==> config.mk <==
export PLATFORM = sky130hd
export DESIGN_NAME = mem_sp_ctrl
export DESIGN_NICKNAME = d
export VERILOG_FILES = /design/src/rtl/mem_sp_ctrl_pkg.sv /design/src/rtl/mem_array.sv /design/src/rtl/mem_sp_ctrl.sv
export SDC_FILE = /design/constraint.sdc
export NUM_CORES = 1
export LEC_CHECK = 0
export BUFFER_PORTS_ARGS = -buffer_cell sky130_fd_sc_hd__buf_2
export CAP_MARGIN = 30
export CORE_MARGIN = 10
export CORE_UTILIZATION = 35
export CTS_CLUSTER_SIZE = 16
export DETAILED_ROUTE_END_ITERATION = 8
export MAX_ROUTING_LAYER = met4
export PLACE_DENSITY = 0.53
export SLEW_MARGIN = 20
export SYNTH_ARGS = -nofsm -noshare
export SYNTH_HDL_FRONTEND = slang
export SYNTH_SLANG_ARGS = --single-unit
==> constraint.sdc <==
create_clock -name clk -period 2.86 [get_ports clk]
set_clock_uncertainty 0.15 [all_clocks]
set_input_delay 0.429 -clock clk [delete_from_list [all_inputs] [get_ports clk]]
set_output_delay 0.429 -clock clk [all_outputs]
set_load 0.02 [all_outputs]
==> src/rtl/mem_sp_ctrl_pkg.sv <==
// Shared definitions for the single-port memory controller.
//   state_t : controller FSM states (idle service / clear sweep)
//   nbytes  : number of byte lanes in a data word
package mem_sp_ctrl_pkg;

   typedef enum logic {
      ST_IDLE  = 1'b0,
      ST_CLEAR = 1'b1
   } state_t;

   // Replaces the old NBYTES macro; DWIDTH is expected to be a multiple of 8.
   function automatic int unsigned nbytes(input int unsigned dwidth);
      return dwidth / 8;
   endfunction

endpackage

==> src/rtl/mem_array.sv <==
// Single-port DEPTH x DWIDTH storage, per-byte write enable, registered read.
//   clk    : clock
//   rst_n  : async active-low reset, clears only the read register
//   we     : write strobe
//   re     : read strobe; latches mem[addr] into rdata
//   addr   : shared word address
//   wdata  : write data
//   be     : byte enables for writes
//   rdata  : registered read data, held between reads
module mem_array
   import mem_sp_ctrl_pkg::*;
#(
   parameter int unsigned AWIDTH = 5,
   parameter int unsigned DWIDTH = 16
) (
   input  logic                        clk,
   input  logic                        rst_n,
   input  logic                        we,
   input  logic                        re,
   input  logic [AWIDTH-1:0]           addr,
   input  logic [DWIDTH-1:0]           wdata,
   input  logic [nbytes(DWIDTH)-1:0]   be,
   output logic [DWIDTH-1:0]           rdata
);

   localparam int unsigned DEPTH  = 2 ** AWIDTH;
   localparam int unsigned NBYTES = nbytes(DWIDTH);

   logic [DWIDTH-1:0] mem [DEPTH];

   // Storage is deliberately not reset; the controller's clear sweep initialises it.
   always_ff @(posedge clk) begin
      if (we) begin
         for (int unsigned i = 0; i < NBYTES; i++) begin
            if (be[i]) begin
               mem[addr][8*i +: 8] <= wdata[8*i +: 8];
            end
         end
      end
   end

   always_ff @(posedge clk or negedge rst_n) begin
      if (!rst_n) begin
         rdata <= '0;
      end else if (re) begin
         rdata <= mem[addr];
      end
   end

endmodule

==> src/rtl/mem_sp_ctrl.sv <==
// Single-port synchronous RAM controller with req/ack handshake, byte
// enables, registered read path and a hardware clear engine.
//   clk    : clock
//   rst_n  : async active-low reset; starts a full clear sweep on release
//   req    : access request, held until ack
//   wr     : 1 = write, 0 = read (qualified by req)
//   addr   : word address
//   wdata  : write data
//   be     : byte enables for writes
//   clr    : pulse, starts a clear sweep when idle
//   ack    : request accepted this cycle (combinational)
//   rdata  : registered read data, held until next acked read
//   rvalid : one-cycle pulse after an acked read
//   busy   : clear sweep in progress
module mem_sp_ctrl
   import mem_sp_ctrl_pkg::*;
#(
   parameter int unsigned        AWIDTH  = 5,
   parameter int unsigned        DWIDTH  = 16,
   parameter logic [DWIDTH-1:0]  CLR_VAL = '0
) (
   input  logic                        clk,
   input  logic                        rst_n,
   input  logic                        req,
   input  logic                        wr,
   input  logic [AWIDTH-1:0]           addr,
   input  logic [DWIDTH-1:0]           wdata,
   input  logic [nbytes(DWIDTH)-1:0]   be,
   input  logic                        clr,
   output logic                        ack,
   output logic [DWIDTH-1:0]           rdata,
   output logic                        rvalid,
   output logic                        busy
);

   localparam int unsigned       NBYTES   = nbytes(DWIDTH);
   localparam logic [AWIDTH-1:0] LAST_ADR = '1;

   state_t            state, state_nx;
   logic [AWIDTH-1:0] clr_cnt, clr_cnt_nx;

   logic                arr_we;
   logic                arr_re;
   logic [AWIDTH-1:0]   arr_addr;
   logic [DWIDTH-1:0]   arr_wdata;
   logic [NBYTES-1:0]   arr_be;

   always_ff @(posedge clk or negedge rst_n) begin
      if (!rst_n) begin
         state   <= ST_CLEAR;
         clr_cnt <= '0;
      end else begin
         state   <= state_nx;
         clr_cnt <= clr_cnt_nx;
      end
   end

   // Counter saturates at the last word; leaving CLEAR is what ends the sweep.
   always_comb begin
      state_nx   = state;
      clr_cnt_nx = clr_cnt;
      case (state)
         ST_CLEAR: begin
            if (clr_cnt == LAST_ADR) begin
               state_nx = ST_IDLE;
            end else begin
               clr_cnt_nx = clr_cnt + 1'b1;
            end
         end
         ST_IDLE: begin
            if (clr) begin
               state_nx   = ST_CLEAR;
               clr_cnt_nx = '0;
            end
         end
         default: begin
            state_nx   = ST_CLEAR;
            clr_cnt_nx = '0;
         end
      endcase
   end

   assign busy = (state == ST_CLEAR);
   // clr beats a simultaneous request; the master simply keeps req high.
   assign ack  = req & ~busy & ~clr;

   // The sweep owns the array port while busy; the master cannot reach it then.
   always_comb begin
      arr_we    = 1'b0;
      arr_re    = 1'b0;
      arr_addr  = addr;
      arr_wdata = wdata;
      arr_be    = be;
      if (busy) begin
         arr_we    = 1'b1;
         arr_addr  = clr_cnt;
         arr_wdata = CLR_VAL;
         arr_be    = '1;
      end else begin
         arr_we = ack & wr;
         arr_re = ack & ~wr;
      end
   end

   always_ff @(posedge clk or negedge rst_n) begin
      if (!rst_n) begin
         rvalid <= 1'b0;
      end else begin
         rvalid <= ack & ~wr;
      end
   end

   mem_array #(
      .AWIDTH (AWIDTH),
      .DWIDTH (DWIDTH)
   ) u_array (
      .clk   (clk),
      .rst_n (rst_n),
      .we    (arr_we),
      .re    (arr_re),
      .addr  (arr_addr),
      .wdata (arr_wdata),
      .be    (arr_be),
      .rdata (rdata)
   );

endmodule

# Yosys cells after proc, flatten, opt, wreduce, memory -nomap -nowiden
# Memory sizes are Yosys's and may differ from the RTL's. A register that Yosys moved wholly into a read port is not among the register bits.
# Cells that the tools add are included.
# op_classes
mux	17
bitwise_logic	7
n_reduce_logical	2
eq_ne	3
addsub	1
# ops
operator	n
2-to-1 mux 16 bit	1
2-to-1 mux 5 bit	3
2-to-1 mux 1 bit	10
case mux 5 bit (2 select lines)	1
adder 5 x 1 -> 5 bit (second input constant)	1
equality test 5 bit (second input constant)	1
bitwise AND 1 bit	4
!= test 2 bit (second input constant)	2
NOT 1 bit	3
2-to-1 mux 2 bit	1
case mux 1 bit (2 select lines)	1
AND reduction 2 bit	1
zero test 1 bit	1
# totals
ramBits	512
n_memories	1
reg_bits	7
wordCells	34
inputBits	28
# mem_list
memory	words	word_bits	rd	rd_ports_with_merged_regs	wr	line_no	text
u_array.mem	32	16	1	1	1	mem_array.sv:29	logic [DWIDTH-1:0] mem [DEPTH];

# Depth between registers and ports, before layout
# Gate-level depths: netlist of the first run.
# logic_depth
ltp_word	7
ltp_mapped	10
mapped_depth_nobuf	7

# Hierarchy
# A second synthesis of the first run with hierarchy kept.
# hier_totals
cells_unflattened	1067
area_unflattened_um2	21023.9
# by_module_without_submodules
module	cells_each	instances	area_per_inst_um2
mem_array	1005	1	20412.1
mem_sp_ctrl	62	1	611.8

# Worst setup path before layout of the first run
# Ideal clock, no wire load.
# synth_path
path_kind	flip-flop to flip-flop
startpoint	register state, in the netlist busy
endpoint	memory u_array.mem[3][10], enable pin
t_arrival_ps	2352
setup_ps	370
path_stages_with_launch	9
setup_slack_ps	-12
t_required_ps	2340
path_cell_list	dfstp_2 buf_6 mux2_4 buf_6 buf_6 buf_2 buf_1 nand3_1 nor2_1
# synth_between
elab_chain_len	7
elab_cells_between_ends	10
classes_between	mux: 6; bitwise: 4
# synth_lines
element	line_no	text
start, declared	mem_sp_ctrl.sv:39	state_t state, state_nx;
start signal, assigned	mem_sp_ctrl.sv:53	state <= state_nx;
NOT 1 bit	mem_sp_ctrl.sv:85	assign ack = req & ~busy & ~clr;
bitwise AND 1 bit (2 in a row)	mem_sp_ctrl.sv:85	
bitwise AND 1 bit	mem_sp_ctrl.sv:100	arr_we = ack & wr;
2-to-1 mux 1 bit	mem_sp_ctrl.sv:94	if (busy) begin
2-to-1 mux 1 bit	mem_array.sv:33	if (we) begin
2-to-1 mux 1 bit (not written as such)	mem_array.sv:36	mem[addr][8*i +: 8] <= wdata[8*i +: 8];
end, declared	mem_array.sv:29	
# Several ways; a longest one is shown, not always the timed one.

# Worst setup path after layout of the first run
# layout_path
startpoint	register state, in the netlist busy
endpoint	register u_array.rdata[9], read port of u_array.mem
# layout_between
elab_chain_len	5
elab_cells_between_ends	6
classes_between	mux: 2; bitwise: 4
# layout_lines
element	line_no	text
NOT 1 bit	mem_sp_ctrl.sv:85	
bitwise AND 1 bit (2 in a row)	mem_sp_ctrl.sv:85	
bitwise AND 1 bit	mem_sp_ctrl.sv:101	arr_re = ack & ~wr;
2-to-1 mux 1 bit	mem_sp_ctrl.sv:94	
end, declared	mem_array.sv:23	output logic [DWIDTH-1:0] rdata
# Several ways; a longest one is shown, not always the timed one.
# A chain may end at the register's enable or synchronous reset.

==> results of run 1 <==
[where the power goes]
| group | switching (mW) | total [mW] | internal (mW) | leakage [nW] |
|---|---|---|---|---|
| registers | 0.351 | 10.2 | 9.81 | 5.04 |
| logic | 5.17 | 8.85 | 3.69 | 2.94 |
| clock network | 2.85 | 6.80 | 3.95 | 0.831 |
[worst register-to-register path: cells and delay by family, from the launching register on]
kind | cells | cell delay [ns]
flip-flops | 1 | 0.62
AO/OA/AOI/OAI | 2 | 0.31
multiplexers | 2 | 0.85
buffers and inverters | 1 | 0.22
AND/OR/NAND/NOR | 1 | 0.52
[cell usage after synthesis, drive strengths merged (3+ instances only)]
cell and n:
a41oi 6, nor4b 8, mux4 63, nor2b 20
a21oi 27, nor3 5, a31oi 10, nand3 8
dfrtp 22, mux2 4, o22ai 42, o21ai 22
a22o 6, mux2i 108, nand2 58, o32ai 8
clkbuf 26, nor4bb 4, a221oi 5, nor2 90
nand2b 9, or2 5, buf 35, edfxtp 512
a22oi 13, a2111oi 7, nor4 13, and4b 3
[path summary, 6_finish.rpt]
kind	start	endpoint	slack, ns	depth (start not counted)
max	busy	u_array.rdata[9]	0.05	6
min	wr	rvalid	0.25	3
max reg2reg	busy	u_array.rdata[9]	0.05	6
min reg2reg	u_array.rdata[4]	u_array.rdata[4]	0.40	2
max in group asynchronous	rst_n	u_array.rdata[2]	1.65	2
min in group asynchronous	rst_n	u_array.rdata[15]	0.34	2
[through the flow]
stage / TNS, ns / worst slack [ns]
3_3_place_gp: -0.783 / -0.232
6_report: 0 / 0.0534
5_1_grt: -0.00591 / -0.00591
2_1_floorplan: -2.14 / -0.0121
4_1_cts: 0 / 0.0174
3_5_place_dp: -0.892 / -0.267
[placed cells by master, fill, tap and decap left out, types with 3 or more instances in the layout]
master,n
bufinv_16,3
a41oi_1,6
a31oi_1,10
mux2i_1,105
a221oi_1,3
mux4_2,63
and4b_1,3
diode_2,4
dfrtp_1,22
clkbuf_1,18
buf_12,7
a22o_1,6
buf_2,46
clkinv_1,6
o32ai_1,8
o21ai_1,12
a22oi_1,13
or2_2,5
clkbuf_8,6
nand2b_1,9
o21ai_0,10
nor4_1,10
nand2_1,58
nor4b_1,5
o22ai_1,42
nand3_1,8
edfxtp_1,512
nor4b_2,3
nor2b_2,14
nor2b_1,4
clkbuf_16,56
nor2_1,90
nor3_1,4
clkinv_2,7
a2111oi_2,6
a21oi_1,27
buf_4,174
[what timing repair did]
| item | 4_1_cts | 5_1_grt |
|---|---|---|
| hold buffers | 2 | 0 |
| pin swaps | 1 | 2 |
| cloned | 1 | 1 |
| endpoints found under the setup margin | 7 | 15 |
| gates resized for setup | 7 | 8 |
| endpoints found under the hold margin | 26 | 0 |
| buffers inserted | 0 | 2 |
[per-layer routing]
layer  track usage, %  up-vias
met5                -        -
met4             4.15        0
met3             3.85       86
met2             25.7      383
met1             20.4     6038
li1                 -     5127
[sequential cells by signal (all words and copies together) (netlist names)]
signal / cells
u_array.mem: 512
rvalid: 1
busy: 1
clr_cnt: 5
u_array.rdata: 16
[area by class of cell]
type / count / area share (%)
diodes: 4 / 0.0395
clock buffers: 79 / 6.03
clock inverters: 20 / 0.712
inverters: 2 / 0.0296
multi-input cells: 558 / 19.3
flip-flops and latches: 535 / 63.0
well taps: 773 / 3.82
repair buffers: 233 / 7.05
[cells by family after synthesis]
family / Yosys count
flip-flops: 535
AND/OR/NAND/NOR: 226
multiplexers: 175
AO/OA/AOI/OAI: 152
buffers and inverters: 63
XOR/XNOR: 2
adder cells (fa/ha/maj): 2
==> run_results.csv, run 1 <==
group,metric,value,unit
run_status,outcome,"finished, final reports clean",
sta,hold_viol,0,
place,place_area,23400,µm²
sta,maxSlewHeadroom,42.2,%
global_route,overflow,0,
sta,hold_slack,0.247,ns
synthesis,ys_seq_area_share,76.0,%
place,gp_congestion,0.831,
sta,fin_crit,2.81,ns
synthesis,async_reset_ff_share,4.30,%
route,dr.pass1.iters,5,
route,drt_wl_total,56500,µm
worst_setup_path,critPathRequiredTime,3.15,ns
die,rows,89,
layout,multi_input_comb_area,4890,µm²
place,portBuffers,46,
layout,nets,1413,
global_route,antenna_found_initial,4,
power_and_ir_drop,cellPowerDensity,1020,nW/µm²
route,routedWlPerCell,25.6,µm
sta,drv_slew,0,
synthesis,synth_top_family_by_area,"multiplexers",
clock_network,clockRootBuffer,"clkbuf_16",
route,drt-met1-wl,23900,µm
sta,setup_violations,0,
synthesis,synth-simple-area-share,5.23,%
layout,utilization,42.7,%
layout,fin_area,25300,µm²
route,top_layer,"met4",
worst_setup_path,path_buf_inv,1,
die,ios,47,
synthesis,syn_avg_cell_area,18.2,µm²
synthesis,synth_seq_cells,535,
route,drtIter0Drc,988,
job,drv_cap,0,
layout,fill_cells,5276,
synthesis,ys_types,47,
clock_network,insertion_delay,0.58,ns
route,wl_met3,3940,µm
hold_path,min_path_type,"input port to register",
worst_setup_path,critPathMaxFanout,19,
die,die_area,70200,µm²
synthesis,synth_compound_area_share,4.92,%
die,die_h,265,µm
synthesis,synth_ff_type,"edfxtp_1",
worst_setup_path,end_kind,"register",
layout,regArea,16000,µm²
clock_network,clock-sinks,535,
synthesis,ys_warn_count,0,
die,fp.dieW,265,µm
synthesis,synth_edf_count,512,
route,final_antenna_net_count,0,
synthesis,yosys.area_share.xor_xnor,0.0835,%
route,vias,11600,
clock_network,cts_buffers,53,
clock_network,clk_path_buf_depth,3,
global_route,grt_first_pass_wirelength,80800,µm
route,post_drt_via_cell_ratio,5.28,
synthesis,synthTopCellsByArea,"edfxtp_1, mux4_2, mux2i_1",
sta,fin_crit_sh,98.1,%
synthesis,synth_largest_area_cell,"edfxtp_1",
synthesis,synthCells,1155,
worst_setup_path,max_stage_delay,0.62,ns
synthesis,syn_area,21000,µm²
clock_network,htree_levels,2,
worst_setup_path,worst_setup_path_start_kind,"register",
place,hpwl,37100,µm
power_and_ir_drop,vdd_drop_max,0.000598,V
route,route.met2.wl,27300,µm
synthesis,muxShareOfSynthArea,12.1,%
power_and_ir_drop,total_power,25.8,mW
sta,max_freq,0.356,GHz
clock_network,path_clk_slew,0.06,ns
layout,drive_gt1_share,29.2,%
worst_setup_path,crit_family,"multiplexers",
global_route,grt_pass1_vias,11600,
sta,tightest_slew,0.863,ns
die,start_util,35.4,%
global_route,grt_max_degree,35,
place,dp.cells,2094,
route,drcViolationCount,0,
synthesis,netlist.area_leader.share,73.3,%
layout,syn_to_final_growth,20.7,%
die,core,59200,µm²
synthesis,synthAdderAreaFrac,0.119,%
clock_network,cts_tree,"yes",
global_route,track_usage,16.1,%
worst_setup_path,critPathArrivalTime,3.10,ns
worst_setup_path,crit_chain,"mux2_8, buf_12, mux2i_1, o32ai_1, nor4_1, a31oi_1",
worst_setup_path,path_class,"register to register",
layout,final_cells,2204,
worst_setup_path,slowest_stage,"dfstp_2",
power_and_ir_drop,p_leak,8.81,nW
synthesis,synth_nets,1185,
No activity file was read; power rests on OpenSTA's default activity.
==> inputs of run 2 (changes only) <==
- CORE_MARGIN: 10 -> 2
- GPL_ROUTABILITY_DRIVEN: unset -> 0
==> run 2 against run 1 <==
  * Non-clock buffer count shrank 2
  * Flip-flop and latch count is the same
  * Count of clock-buffer cells in the layout shrank 7
  * Wire length shrank 0.47%
  * Sequential share of layout area grew 0.13 points
  * Cell area shrank 0.21%
  * Via count grew 0.34%
  * Cell count shrank 0.14%
  * Combinational power shrank 0.8%
  * Power shrank 0.42%
  * Clock power shrank 0.9%
  * Core utilization is essentially flat
  * Critical path type unchanged
  * Critical endpoint is now u_array.rdata[4]
  * Highest routed layer unchanged
==> run_results.csv, run 2 (synthesis gave the netlist of run 1 again) <==
group,metric,value,unit
sta,fin_crit_sh,98.5,%
layout,final_cell_mix,"edfxtp_1, buf_4, mux2i_1",
hold_path,whs_endpoint,"u_array.rdata[12]",
worst_setup_path,max_stage_delay,0.61,ns
die,die_h,249,µm
layout,top_regs,"u_array.mem (512), u_array.rdata (16), clr_cnt (5)",
route,post_drt_via_cell_ratio,5.30,
power_and_ir_drop,seqPwrFrac,39.6,%
die,ios,47,
sta,worst_slack,0.0415,ns
worst_setup_path,critPathMaxFanout,15,
layout,multi_input_comb_area,4880,µm²
hold_path,min_path_type,"input port to register",
power_and_ir_drop,switching_share,32.6,%
worst_setup_path,r2r_slack,0.04,ns
layout,regArea,16000,µm²
power_and_ir_drop,p_clk_share,26.2,%
clock_network,clockRootBuffer,"clkbuf_16",
sta,rsz0062_at_grt,"yes",
die,die_area,61900,µm²
global_route,antenna_found_initial,4,
power_and_ir_drop,vdd_drop_max,0.000633,V
route,final_antenna_net_count,0,
hold_path,hold_start,"wr",
clock_network,cts_tree,"yes",
worst_setup_path,path_buf_inv,2,
clock_network,clock-sinks,535,
place,portBuffers,46,
sta,tightest_slew,0.865,ns
route,drcViolationCount,0,
layout,syn_to_final_growth,20.4,%
worst_setup_path,reg2reg_to,"u_array.rdata[4]",
clock_network,path_clk_slew,0.06,ns
worst_setup_path,path_class,"register to register",
place,dp_slack,-0.145,ns
place,hpwl,36300,µm
job,drv_cap,0,
layout,largest_reg_flops,512,
worst_setup_path,crit_chain,"mux2_4, buf_12, buf_16, mux4_2, a222oi_1, a31oi_1",
worst_setup_path,end_kind,"register",
clock_network,htree_levels,2,
route,routedWlPerCell,25.5,µm
hold_path,min_path_cells,5,
sta,maxSlewHeadroom,42.1,%
global_route,grt_pass1_vias,11800,
clock_network,clk_path_buf_depth,3,
power_and_ir_drop,p_leak,8.83,nW
layout,utilization,42.7,%
layout,fill_cells,5213,
route,dr.pass1.iters,7,
route,drtIter0Drc,1106,
layout,final_common_cell,"edfxtp_1",
layout,regMostFlops,"u_array.mem",
power_and_ir_drop,pwr-share-comb,34.1,%
sta,drv_slew,0,
global_route,overflow,0,
global_route,grt_max_degree,59,
run_status,outcome,"finished, final reports clean",
sta,max_freq,0.355,GHz
die,fp.dieW,249,µm
route,drt_wl_total,56200,µm
sta,setup_violations,0,
layout,drive_gt1_share,28.8,%
worst_setup_path,critPathRequiredTime,3.15,ns
worst_setup_path,r2r-start,"busy",
sta,fin_crit,2.82,ns
worst_setup_path,critPathArrivalTime,3.11,ns
route,vias,11700,
clock_network,insertion_delay,0.60,ns
sta,hold_viol,0,
layout,nets,1412,
clock_network,cts_buffers,54,
die,start_util,35.5,%
worst_setup_path,slowest_stage,"a222oi_1",
die,core,59100,µm²
power_and_ir_drop,cellPowerDensity,1020,nW/µm²
die,rows,89,
worst_setup_path,r2r_cells,6,
power_and_ir_drop,intPower,17.3,mW
power_and_ir_drop,p_sw,8.39,mW
global_route,track_usage,18.5,%
worst_setup_path,crit_family,"multiplexers",
worst_setup_path,worst_setup_path_start_kind,"register",
global_route,grt_first_pass_wirelength,81500,µm
## run 2: cell types whose count changed in the layout (fill, tap and decap cells not counted), moves of 3 or more
cell / delta
a2111oi_2: -3
buf_4: -3
clkbuf_1: -5
clkbuf_8: -4
clkinv_1: +6
clkinv_2: +4
## run 2: area by class of cell
type	instances	area share, %
clock inverters	27	0.698
diodes	3	0.0297
clock buffers	72	5.95
flip-flops and latches	535	63.1
inverters	2	0.0297
well taps	773	3.83
repair buffers	231	7.03
multi-input cells	558	19.3
## run 2: routing by layer
metal	part of all wire (%)	global-route usage (%)
met1	44	24.7
met2	48	29.6
met3	5.3	2.80
met4	2.4	5.04
met5	0	-
## run 2: stage by stage
stage               std cells  hold WS [ns]  setup TNS, ns  instance area [µm²]  total power, mW
detailed placement       2080         0.407         -0.561                23300             18.7
floorplan                1155       -0.0166          -2.14                21000             15.1
finish                   2201         0.263              0                25300             25.7
global route             2200         0.252       -0.00195                25300             26.7
CTS                      2188         0.225              0                25100             25.7
global placement         2080         0.384         -0.402                23300             18.6
## run 2: how the worst max path moves through the flow
stage                         endpoint  depth (start not counted)  slack, ns  start
global route          u_array.rdata[2]                          6     -0.002   busy
finish                u_array.rdata[4]                          6       0.04   busy
CTS                   u_array.rdata[4]                          6     0.0004   busy
global placement      u_array.rdata[6]                          5      -0.13   busy
detailed placement    u_array.rdata[9]                          7      -0.14   busy
floorplan           u_array.mem[3][10]                          8      -0.01   busy
## run 2: power groups by stage
| stage | clock network [mW] | registers, mW | logic [mW] |
|---|---|---|---|
| after global placement | 0 | 10.3 | 8.32 |
| after floorplan | 0 | 10.3 | 4.75 |
| after CTS | 6.87 | 10.2 | 8.60 |
| after detailed placement | 0 | 10.3 | 8.38 |
| final | 6.74 | 10.2 | 8.78 |
| after global routing | 7.16 | 10.3 | 9.30 |
## run 2: worst register-to-register path, delay by kind of cell, from the launching register on
kind | cells | cell delay [ns]
flip-flops | 1 | 0.59
multiplexers | 2 | 0.81
buffers and inverters | 2 | 0.31
AO/OA/AOI/OAI | 2 | 0.79
## run 2: repair_timing
action / in CTS / in global routing
resized for setup: 6 / 10
endpoints found under the setup margin: 7 / 8
hold buffers: 2 / 0
hold endpoints to repair: 27 / 0
gates cloned: 1 / 1
pin swaps: 1 / 3
buffers inserted: 6 / 9
==> inputs of run 3 (changes only) <==
- SYNTH_HIERARCHICAL: unset -> 1
==> run 3 against run 2 <==
  * Maximum frequency down 0.18%
  * Synthesized area up 0.18%
  * Global-route usage down 0.88 points
  * Wire length shrank 5.0%
  * Die area rose by 0.18%
  * Count of clock-buffer cells in the layout is 1 lower
  * Worst setup slack lost 0.0050 ns
==> run_results.csv, run 3 <==
group,metric,value,unit
sta,worst_slack,0.0364,ns
route,routedWlPerCell,25.6,µm
worst_setup_path,r2r_slack,0.04,ns
route,final_antenna_net_count,0,
layout,regMostFlops,"u_array/mem",
clock_network,htree_levels,2,
place,portBuffers,46,
worst_setup_path,worst_setup_path_start_kind,"register",
sta,rsz0062_at_grt,"yes",
global_route,grt.met1_usage,24.5,%
global_route,grt_max_degree,61,
die,core,59200,µm²
clock_network,insertion_delay,0.60,ns
power_and_ir_drop,pwr-share-comb,35.9,%
route,post_drt_via_cell_ratio,5.28,
clock_network,clockRootBuffer,"clkbuf_16",
synthesis,netlist_top_cells_count,"edfxtp_1, mux4_2, nor2_1",
power_and_ir_drop,vdd_drop_max,0.000632,V
clock_network,path_clk_slew,0.06,ns
clock_network,cts_buffers,53,
synthesis,synth_largest_area_cell,"edfxtp_1",
synthesis,ys_seq_area_share,75.9,%
sta,hold_viol,0,
place,place_area,23300,µm²
synthesis,syn_avg_cell_area,19.7,µm²
synthesis,yosysMostFrequentCell,"edfxtp_1",
hold_path,min_path_type,"input port to register",
die,fp.dieW,249,µm
route,drt_wl_total,53400,µm
synthesis,synth_nets,1097,
sta,tightest_slew,0.775,ns
layout,n_antenna_cell,0,
layout,final_common_cell,"edfxtp_1",
synthesis,synthCells,1067,
worst_setup_path,critPathRequiredTime,3.18,ns
synthesis,async_reset_ff_share,4.30,%
synthesis,ys_types,54,
global_route,use_met3,3.02,%
global_route,overflow,0,
power_and_ir_drop,intPower,18.3,mW
route,drcViolationCount,0,
layout,drive_gt1_share,34.6,%
layout,fin_area,25200,µm²
sta,fin_crit_sh,98.7,%
place,hpwl,34600,µm
route,drtIter0Drc,1086,
sta,setup_violations,0,
global_route,grtUsageMet2,27.0,%
die,ios,47,
global_route,track_usage,17.6,%
power_and_ir_drop,p_sw,8.95,mW
clock_network,cts_tree,"yes",
clock_network,clock-sinks,535,
synthesis,synth_seq_cells,535,
worst_setup_path,critPathArrivalTime,3.14,ns
place,dp_slack,-0.0920,ns
layout,syn_to_final_growth,20.1,%
power_and_ir_drop,p_leak,8.54,nW
synthesis,synthTopCellsByArea,"edfxtp_1, mux4_2, dfrtp_1",
global_route,grt_pass1_vias,11300,
clock_network,clk_path_buf_depth,3,
synthesis,netlist.area_leader.share,73.1,%
layout,top_regs,"u_array/mem (512), u_array/rdata (16), clr_cnt (5)",
global_route,grt_first_pass_wirelength,77700,µm
global_route,gr-max-usage-layer,"met2",
power_and_ir_drop,switching_share,32.8,%
die,die_h,249,µm
sta,maxSlewHeadroom,48.3,%
route,dr.pass1.iters,8,
die,die_area,62000,µm²
worst_setup_path,path_class,"register to register",
layout,final_cell_mix,"edfxtp_1, buf_4, mux4_2",
synthesis,synth_ff_type,"edfxtp_1",
sta,max_freq,0.354,GHz
power_and_ir_drop,p_clk_share,26.3,%
synthesis,syn_area,21000,µm²
synthesis,synth_edf_count,512,
route,vias,11000,
worst_setup_path,end_kind,"register",
power_and_ir_drop,seqPwrFrac,37.8,%
synthesis,ys_warn_count,6,
power_and_ir_drop,cellPowerDensity,1080,nW/µm²
die,start_util,35.5,%
run_status,outcome,"finished, final reports clean",
sta,drv_slew,0,
die,rows,89,
sta,fin_crit,2.82,ns
job,drv_cap,0,
layout,largest_reg_flops,512,
layout,nets,1302,
global_route,antenna_found_initial,1,
worst_setup_path,critPathMaxFanout,22,
==> run 3: path summary, 6_finish.rpt <==
kind | from | endpoint | cells past startpoint
worst min-delay path | req | rvalid | 3
worst max-delay path | busy | u_array/rdata[8] | 7
worst min register to register | u_array/rdata[1] | u_array/rdata[1] | 1
min in group asynchronous | rst_n | rvalid | 2
worst max register to register | busy | u_array/rdata[8] | 7
max in group asynchronous | rst_n | u_array/rdata[12] | 2
==> run 3: area by class of cell <==
class	instances	area [µm²]
fill	5177	34000
sequential	535	16000
clock buffer	71	1480
tap	773	967
timing repair buffer	208	1650
multi-input combinational	469	4870
clock inverter	26	318
inverter	5	18.8
==> run 3: logic make-up (layout without fill, tap and decap cells) <==
| logic type | count (synthesis) | in the layout | share of synthesized area (%) |
|---|---|---|---|
| AOI/OAI and AO/OA | 78 | 78 | 3.08 |
| xor gates and xnor gates | 3 | 3 | 0.125 |
| adders and majority gates | 2 | 2 | 0.119 |
| buffers and inverters | 63 | 310 | 1.77 |
| DFF | 535 | 535 | 75.9 |
| muxes | 154 | 154 | 14.0 |
| and+or+nand+nor | 232 | 232 | 5.03 |
==> run 3: timing repair <==
| action | CTS | global route |
|---|---|---|
| buffers inserted | 0 | 3 |
| hold endpoints to repair | 25 | 0 |
| gates resized for setup | 4 | 7 |
| pin swaps | 0 | 2 |
| gates cloned | 0 | 1 |
| hold buffers | 3 | 0 |
| endpoints found under the setup margin | 3 | 65 |
==> run 3: power by group through the flow <==
stage	sequential [mW]	clock [mW]	combinational, mW
CTS	10.3	7.31	9.74
global route	10.4	7.62	10.4
detailed placement	10.5	0	9.68
floorplan	10.5	0	5.64
finish	10.3	7.17	9.80
global placement	10.5	0	9.68
==> run 3: through the flow <==
step,power [mW],cells,util (%),setup TNS (ns),hold slack (ns)
floorplan,16.1,1067,-,-50.63,-0.0166
global placement,20.1,1983,39.4,-0.102,0.388
detailed placement,20.2,1983,39.4,-0.146,0.382
CTS,27.4,2083,42.5,0,0.0895
global route,28.4,2087,42.6,-0.566,0.101
finish,27.3,2087,42.6,0,0.113
==> run 3: worst max-delay path, cell delays in order, from the launching register on <==
cell and delay [ns]:
dfstp_2 0.60, mux2_8 0.45, buf_12 0.20, buf_12 0.15, mux4_2 0.41, a32oi_1 0.22, nand2_1 0.15, o32a_1 0.36
==> run 3: routing by layer <==
metal  part of all wire [%]  vias up  routed length (µm)
met2                     47      365               25100
li1                       -     4777                   -
met3                    7.1       71                3810
met4                    1.8        0                 982
met5                      0        -                   0
met1                     44     5803               23500
